**src/rtl/adc_spi_pkg.sv**
```systemverilog
// Shared types and constants for the ADC128S022 SPI reader.
package adc_spi_pkg;

    localparam int unsigned FRAME_BITS   = 16;
    localparam int unsigned DATA_W       = 12;
    localparam int unsigned LEAD_ZEROS   = 4;
    localparam int unsigned BIT_IDX_W    = $clog2(FRAME_BITS);

    // Position of the 3-bit channel address inside the 16-bit DIN frame.
    localparam logic [BIT_IDX_W-1:0] ADDR_MSB_POS = 4'd13;

    typedef enum logic [1:0] {
        IDLE,
        CS_SETUP,
        SHIFT,
        CS_HOLD
    } state_t;

    // DIN value for frame bit k: address MSB first at 13:11, zero elsewhere.
    function automatic logic frame_bit(input logic [BIT_IDX_W-1:0] k, input logic [2:0] ch);
        logic b;
        b = 1'b0;
        if (k == ADDR_MSB_POS) begin
            b = ch[2];
        end else if (k == ADDR_MSB_POS - 4'd1) begin
            b = ch[1];
        end else if (k == ADDR_MSB_POS - 4'd2) begin
            b = ch[0];
        end
        return b;
    endfunction

endpackage

```
**src/rtl/adc_spi_phase_gen.sv**
```systemverilog
// SCLK phase generator: divides clk into CLK_DIV-long phases and produces
// the registered SCLK plus one-clk strobes on the clk where SCLK falls/rises.
module adc_spi_phase_gen #(
    parameter int unsigned CLK_DIV = 25
) (
    input  logic clk,
    input  logic reset,
    input  logic run,        // counter runs while high, held at zero otherwise
    input  logic fall_ok,    // permit SCLK to fall at the end of a high phase
    output logic phase_end,
    output logic fall_tick,
    output logic rise_tick,
    output logic sclk
);

    localparam int unsigned     CNT_W   = $clog2(CLK_DIV);
    localparam logic [CNT_W-1:0] CNT_MAX = CNT_W'(CLK_DIV - 1);

    logic [CNT_W-1:0] cnt_q, cnt_d;
    logic             sclk_q, sclk_d;

    // Phase counter and SCLK next-state.
    always_comb begin
        phase_end = run && (cnt_q == CNT_MAX);
        fall_tick = phase_end && sclk_q && fall_ok;
        rise_tick = phase_end && !sclk_q;
        cnt_d     = (!run || phase_end) ? '0 : cnt_q + 1'b1;
        sclk_d    = sclk_q;
        if (!run) begin
            sclk_d = 1'b1;
        end else if (fall_tick) begin
            sclk_d = 1'b0;
        end else if (rise_tick) begin
            sclk_d = 1'b1;
        end
    end

    // Counter and SCLK registers.
    always_ff @(posedge clk) begin
        if (reset) begin
            cnt_q  <= '0;
            sclk_q <= 1'b1;
        end else begin
            cnt_q  <= cnt_d;
            sclk_q <= sclk_d;
        end
    end

    assign sclk = sclk_q;

endmodule

```
**src/rtl/adc128s022_spi_reader.sv**
```systemverilog
// SPI master for the ADC128S022: sends the channel address, collects the
// 12-bit conversion and presents it with its channel tag to the PIO.
module adc128s022_spi_reader
    import adc_spi_pkg::*;
#(
    parameter int unsigned CLK_DIV    = 25,
    parameter int unsigned DATA_W     = 12,
    parameter int unsigned FRAME_BITS = 16
) (
    input  logic              clk,
    input  logic              reset,
    input  logic              enable,
    input  logic [2:0]        channel,
    output logic              adc_cs_n,
    output logic              adc_sclk,
    output logic              adc_din,
    input  logic              adc_dout,
    output logic [DATA_W-1:0] data_out,
    output logic [2:0]        data_channel,
    output logic              data_valid,
    output logic              busy
);

    state_t                state_q, state_d;
    logic [BIT_IDX_W-1:0]  bit_q, bit_d;
    logic [FRAME_BITS-1:0] shift_q, shift_d;
    logic [2:0]            req_ch_q, req_ch_d;
    logic [2:0]            conv_ch_q, conv_ch_d;
    logic [DATA_W-1:0]     data_out_q, data_out_d;
    logic [2:0]            data_ch_q, data_ch_d;
    logic                  valid_q, valid_d;
    logic                  din_q, din_d;
    logic                  cs_n_q, cs_n_d;
    logic                  sync1_q, sync2_q;

    logic phase_end, fall_tick, rise_tick, sclk;
    logic run, fall_ok, frame_end, frame_start;

    assign run       = (state_q != IDLE);
    // The last high phase only falls again when another frame follows.
    assign fall_ok   = (state_q == CS_SETUP) ||
                       ((state_q == SHIFT) && ((bit_q != '0) || enable));
    assign frame_end = (state_q == SHIFT) && (bit_q == '0) && phase_end && sclk;

    adc_spi_phase_gen #(
        .CLK_DIV (CLK_DIV)
    ) u_phase_gen (
        .clk       (clk),
        .reset     (reset),
        .run       (run),
        .fall_ok   (fall_ok),
        .phase_end (phase_end),
        .fall_tick (fall_tick),
        .rise_tick (rise_tick),
        .sclk      (sclk)
    );

    // Frame sequencing, DIN/DOUT shifting and the channel pipeline.
    always_comb begin
        state_d     = state_q;
        bit_d       = bit_q;
        shift_d     = shift_q;
        req_ch_d    = req_ch_q;
        conv_ch_d   = conv_ch_q;
        data_out_d  = data_out_q;
        data_ch_d   = data_ch_q;
        valid_d     = 1'b0;
        din_d       = din_q;
        frame_start = 1'b0;

        case (state_q)
            IDLE: begin
                if (enable) begin
                    state_d   = CS_SETUP;
                    // First frame after a CS fall always converts IN0.
                    conv_ch_d = 3'd0;
                end
            end
            CS_SETUP: begin
                if (phase_end) state_d = SHIFT;
            end
            SHIFT: begin
                if (frame_end && !enable) state_d = CS_HOLD;
            end
            CS_HOLD: begin
                if (phase_end) state_d = IDLE;
            end
            default: state_d = IDLE;
        endcase

        if (fall_tick) begin
            frame_start = (state_q == CS_SETUP) || (bit_q == '0);
            bit_d       = frame_start ? BIT_IDX_W'(FRAME_BITS - 1) : bit_q - 1'b1;
            if (frame_start) req_ch_d = channel;
            din_d = frame_bit(bit_d, req_ch_q);
        end

        if (rise_tick) begin
            shift_d = {shift_q[FRAME_BITS-2:0], sync2_q};
        end

        if (frame_end) begin
            data_out_d = shift_q[FRAME_BITS-LEAD_ZEROS-1:0];
            data_ch_d  = conv_ch_q;
            valid_d    = 1'b1;
            conv_ch_d  = req_ch_q;
        end

        cs_n_d = !((state_d == CS_SETUP) || (state_d == SHIFT));
    end

    // State and output registers, plus the adc_dout synchronizer.
    always_ff @(posedge clk) begin
        if (reset) begin
            state_q    <= IDLE;
            bit_q      <= '0;
            shift_q    <= '0;
            req_ch_q   <= '0;
            conv_ch_q  <= '0;
            data_out_q <= '0;
            data_ch_q  <= '0;
            valid_q    <= 1'b0;
            din_q      <= 1'b0;
            cs_n_q     <= 1'b1;
            sync1_q    <= 1'b0;
            sync2_q    <= 1'b0;
        end else begin
            state_q    <= state_d;
            bit_q      <= bit_d;
            shift_q    <= shift_d;
            req_ch_q   <= req_ch_d;
            conv_ch_q  <= conv_ch_d;
            data_out_q <= data_out_d;
            data_ch_q  <= data_ch_d;
            valid_q    <= valid_d;
            din_q      <= din_d;
            cs_n_q     <= cs_n_d;
            sync1_q    <= adc_dout;
            sync2_q    <= sync1_q;
        end
    end

    assign adc_cs_n     = cs_n_q;
    assign adc_sclk     = sclk;
    assign adc_din      = din_q;
    assign data_out     = data_out_q;
    assign data_channel = data_ch_q;
    assign data_valid   = valid_q;
    assign busy         = !cs_n_q;

endmodule
```
**config.mk**
```make
export PLATFORM = sky130hd
export DESIGN_NAME = adc128s022_spi_reader
export DESIGN_NICKNAME = d
export VERILOG_FILES = /design/src/rtl/adc_spi_pkg.sv /design/src/rtl/adc_spi_phase_gen.sv /design/src/rtl/adc128s022_spi_reader.sv
export SDC_FILE = /design/constraint.sdc
export NUM_CORES = 1
export LEC_CHECK = 0
export CAP_MARGIN = 10
export CORE_MARGIN = 10
export CORE_UTILIZATION = 35
export DETAILED_ROUTE_END_ITERATION = 10
export SLEW_MARGIN = 30
export SYNTH_ARGS = -nofsm -noshare
export SYNTH_HDL_FRONTEND = slang
export SYNTH_HIERARCHICAL = 1
export SYNTH_SLANG_ARGS = --single-unit
export TNS_END_PERCENT = 100
```
**constraint.sdc**
```tcl
create_clock -name clk -period 2.4 [get_ports clk]
set_clock_uncertainty 0.2 [all_clocks]
set_input_delay 0.24 -clock clk [delete_from_list [all_inputs] [get_ports clk]]
set_output_delay 0.24 -clock clk [all_outputs]
set_load 0.005 [all_outputs]
```
==> metrics.md <==
| Metric | Value |
|---|---|
| Crit path from | bit_q[0] |
| Synth Warn # | 6 |
| Drt wl/cell | 11.7 um |
| CP max-delay cell | or3b_4 |
| First-pass GRT wire length | 6.58 mm |
| Post-Syn Instances | approximately 220 |
| Kind of critical path | reg2reg |
| Power, Total | 1.36 mW |
| Seq pwr share | 61.9% |
| Top FF cell, synth | dfxtp_1 |
| Largest family of logic cells by synthesized area | simple AND/OR/NAND/NOR gates |
| Synthesized area | 1990 um2 |
| Antenna Cells | 0 |
| Worst R2R Setup Slack | between 0.2 and 0.25 ns |
| Fin Setup TNS | 0 ns |
| Internal Pwr Total | 1.06 mW |
| DRC Markers | 0 |
| VDD IR max | 0.000334 V |
| Final ANT Viol Nets | 0 |
| Synth Area in Simple Gates | 20.5% |
| Avg Cell Area, Syn | 8.90 um2 |
| Area occupied by registers | 1000 um2 |
| PostCTS Resize Cnt | 0 |
| Worst Setup Start Kind | flip-flop |
| Cts hold-fix bufs | 0 |
| Number of buffers created by CTS | 5 |
| Final #Nets | 261 |
| Post-Synth Adder-Cell Area | 1.88% |
| Period utilization | 91.2% |
| Worst path cell trace | inv_1 > ha_2 > or3b_4 > o21ai_0 > o21ai_0 > nand2_1 > nor2_4 > o21ai_2 > mux2i_1 > nor2_1 |
| Max-capacitance violation count | 0 |
| Compound-Gate Fraction of Synth Area | 11.6% |
| Layout cells sized above 1 | a little under a tenth |
| DIE WIDTH | 95.5 um |
| Fill count | 574 |
| Cell variety after synth | 34 |
| Placeable Area | 5510 um2 |
| Layout Cell Area excl Fill | 2420 um2 |
| Worst Path Required | approximately 2.4 ns |
| Status | completed |
| Chip Height | about 95 um |
| # H-tree levels | 2 |
| Overflow after GRT | 0 |
| Root buf cell | clkbuf_8 |
| Reg-to-Reg End | req_ch_q[2] |
| Worst skew pair latency | about 0.29 ns |
| Final wirelength | 3.77 mm |
| Endpoint type of the worst setup path | flip-flop |
| Routed vias/inst | 4.57 |
| CTS tree | yes |
| Switch share | 21.9% |
| Largest net degree at the start of global routing | 39 |
| Worst path arrival time | about 2.2 ns |
| Post-synthesis sequential element count | 50 |
| GP Congestion | 0.841 |
| Power share of the clock group | 34.1% |
| WP buf/inv | 1 |
| EDFF count, synth | 0 |
| Critical path fanouts, max | 7 |
| Post-synthesis xor/xnor area fraction | between 2 and 3% |
| Net Switching | roughly 300 uW |
| Seq/Total Area, Yosys | around 50% |
| Port Buffers | 26 |
| P&R area growth vs syn | 21.4% |
| Die ar. | 9120 um2 |
| Relative slew margins | between 70 and 80% |
| Setup violators final | 0 |
| Syn nets | 234 |
| Slew Viols, Final | 0 |
| Worst path depth | 10 |
| DR vias | about 1,500 |
| Power share of the combinational group | under 10% |
| CTS sink cnt | 50 |
| Leakage | between 0.8 and 0.9 nW |
| # rows | 27 |
| Vias in the first global route | 1,437 |
| Post-synthesis mux area share | 8.03% |
| Tmin final | ~2.2 ns |
| 1st-iter DRT viols | 88 |
| Hpwl dp | 2.66 mm |
| Max stage delay on crit path | 0.40 ns |
| Reg2reg path depth | 10 |
| Ys async rst share | 0% |
| Area of the multi-input gates | 900 um2 |
| Reg-to-reg startpoint | bit_q[0] |
| FMAX | 457 MHz |
| Final hold violation count | 0 |
| PwrDens | 560 nW/um2 |
| IO Count | 27 |
| RSZ-0062 raised after global routing | false |
| Initial antenna violation count | 0 |
| Longest Clk Path Bufs | 2 |
| Worst hold-check path type | reg2reg |
| TritonRoute pass-1 iters | 4 |
| Clock Pin Slew Worst Setup and Hold Paths | 0.09 ns |
| CP most frequent cell | o21ai_0 |
| Final Util | a little over two fifths |
| Gr usage total | roughly 9% |
| Starting Density | about 36% |
| Post-DP Area | 2330 um2 |
| Worst Setup EP | req_ch_q[2] |
| Setup bufs post-CTS | 0 |
| Delay-heaviest family, CP | simple AND/OR/NAND/NOR gates |
| Least-Margin Pin Slew | 0.376 ns |
## worst register-to-register path: cells and delay by family, from the launching register on
| kind | cells | cell delay [ns] |
|---|---|---|
| AOI/OAI and AO/OA | 3 | 0.34 |
| and+or+nand+nor | 4 | 0.66 |
| muxes | 1 | 0.22 |
| adders and majority gates | 1 | 0.22 |
| DFF | 1 | 0.35 |
| buffers and inverters | 1 | 0.09 |
## registers in the layout, indices dropped and copies added, names as in the netlist
register           flops
adc_cs_n               1
adc_din                1
bit_q                  4
conv_ch_q              3
data_channel           3
data_out              12
data_valid             1
req_ch_q               3
shift_q               12
state_q                2
sync1_q                1
sync2_q                1
u_phase_gen/cnt_q      5
u_phase_gen/sclk       1
## worst min-delay path by stage
stage | start | end | slack [ns] | cells after the start
floorplan | reset | u_phase_gen/sclk | 0.15 | 1
global placement | sync1_q | sync2_q | 0.22 | 1
detailed placement | sync1_q | sync2_q | 0.23 | 1
CTS | sync1_q | sync2_q | 0.25 | 1
global route | sync1_q | sync2_q | 0.27 | 1
finish | sync1_q | sync2_q | 0.24 | 1
## power groups by stage
stage	clock (mW)	combinational, mW	sequential, mW
final	0.462	0.0547	0.839
after global routing	0.527	0.0612	0.840
after CTS	0.489	0.0547	0.839
after detailed placement	0	0.0546	0.859
after global placement	0	0.0546	0.859
after floorplan	0	0.0303	0.858
## logic make-up (layout without fill, tap and decap cells)
family	after synthesis	in the layout
XOR/XNOR	6	6
flip-flops	50	50
multiplexers	16	16
AND/OR/NAND/NOR	88	88
buffers and inverters	24	51
adder cells (fa/ha/maj)	3	3
AO/OA/AOI/OAI	37	37
## synth_stat cells, drive strengths merged, types with 3 or more instances
library cell / instances / share of area [%]
dfxtp: 50 / 50
xnor2: 3 / 1.3
inv: 13 / 2.4
buf: 4 / 1.4
nand2: 37 / 7.0
ha: 3 / 1.9
nor2b: 3 / 0.94
nand3: 7 / 1.8
nor2: 30 / 5.6
xor2: 3 / 1.3
mux2i: 16 / 8.0
clkbuf: 7 / 1.3
a21oi: 21 / 5.3
o21ai: 7 / 1.9
## through the flow
step / hold slack, ns / std cells / setup slack, ns
finish: 0.243 / 323 / 0.211
global route: 0.272 / 323 / 0.00980
CTS: 0.248 / 323 / 0.0745
detailed placement: 0.226 / 316 / 0.0891
global placement: 0.219 / 316 / 0.138
floorplan: 0.146 / 224 / 0.205
## placed cells by master, fill, tap and decap left out, types with 3 or more instances in the layout
master           instances
inv_1                   13
clkbuf_8                 5
xnor2_1                  3
nor2b_1                  3
clkdlybuf4s50_1         26
nand3_1                  7
buf_4                    5
a21oi_1                 21
xor2_1                   3
mux2i_1                 16
dfxtp_1                 50
nor2_1                  29
nand2_1                 37
o21ai_0                  6
## routing by layer
metal	GRT usage, %	up-vias	wire length (um)	part of all wire [%]
met4	4.79	0	55	1.5
li1	-	794	-	-
met5	0	-	0	0
met3	3.69	2	177	4.7
met1	10.9	660	1880	50
met2	13.8	21	1660	44
## cell type report
cell class / instances / share of cell area [%]
Sequential cell: 50 / 41.3
Tap cell: 72 / 3.72
Clock inverter: 2 / 0.620
Multi-Input combinational cell: 150 / 37.2
Timing Repair Buffer: 31 / 12.3
Inverter: 13 / 2.02
Clock buffer: 5 / 2.84
No activity file was read; power rests on OpenSTA's default activity.
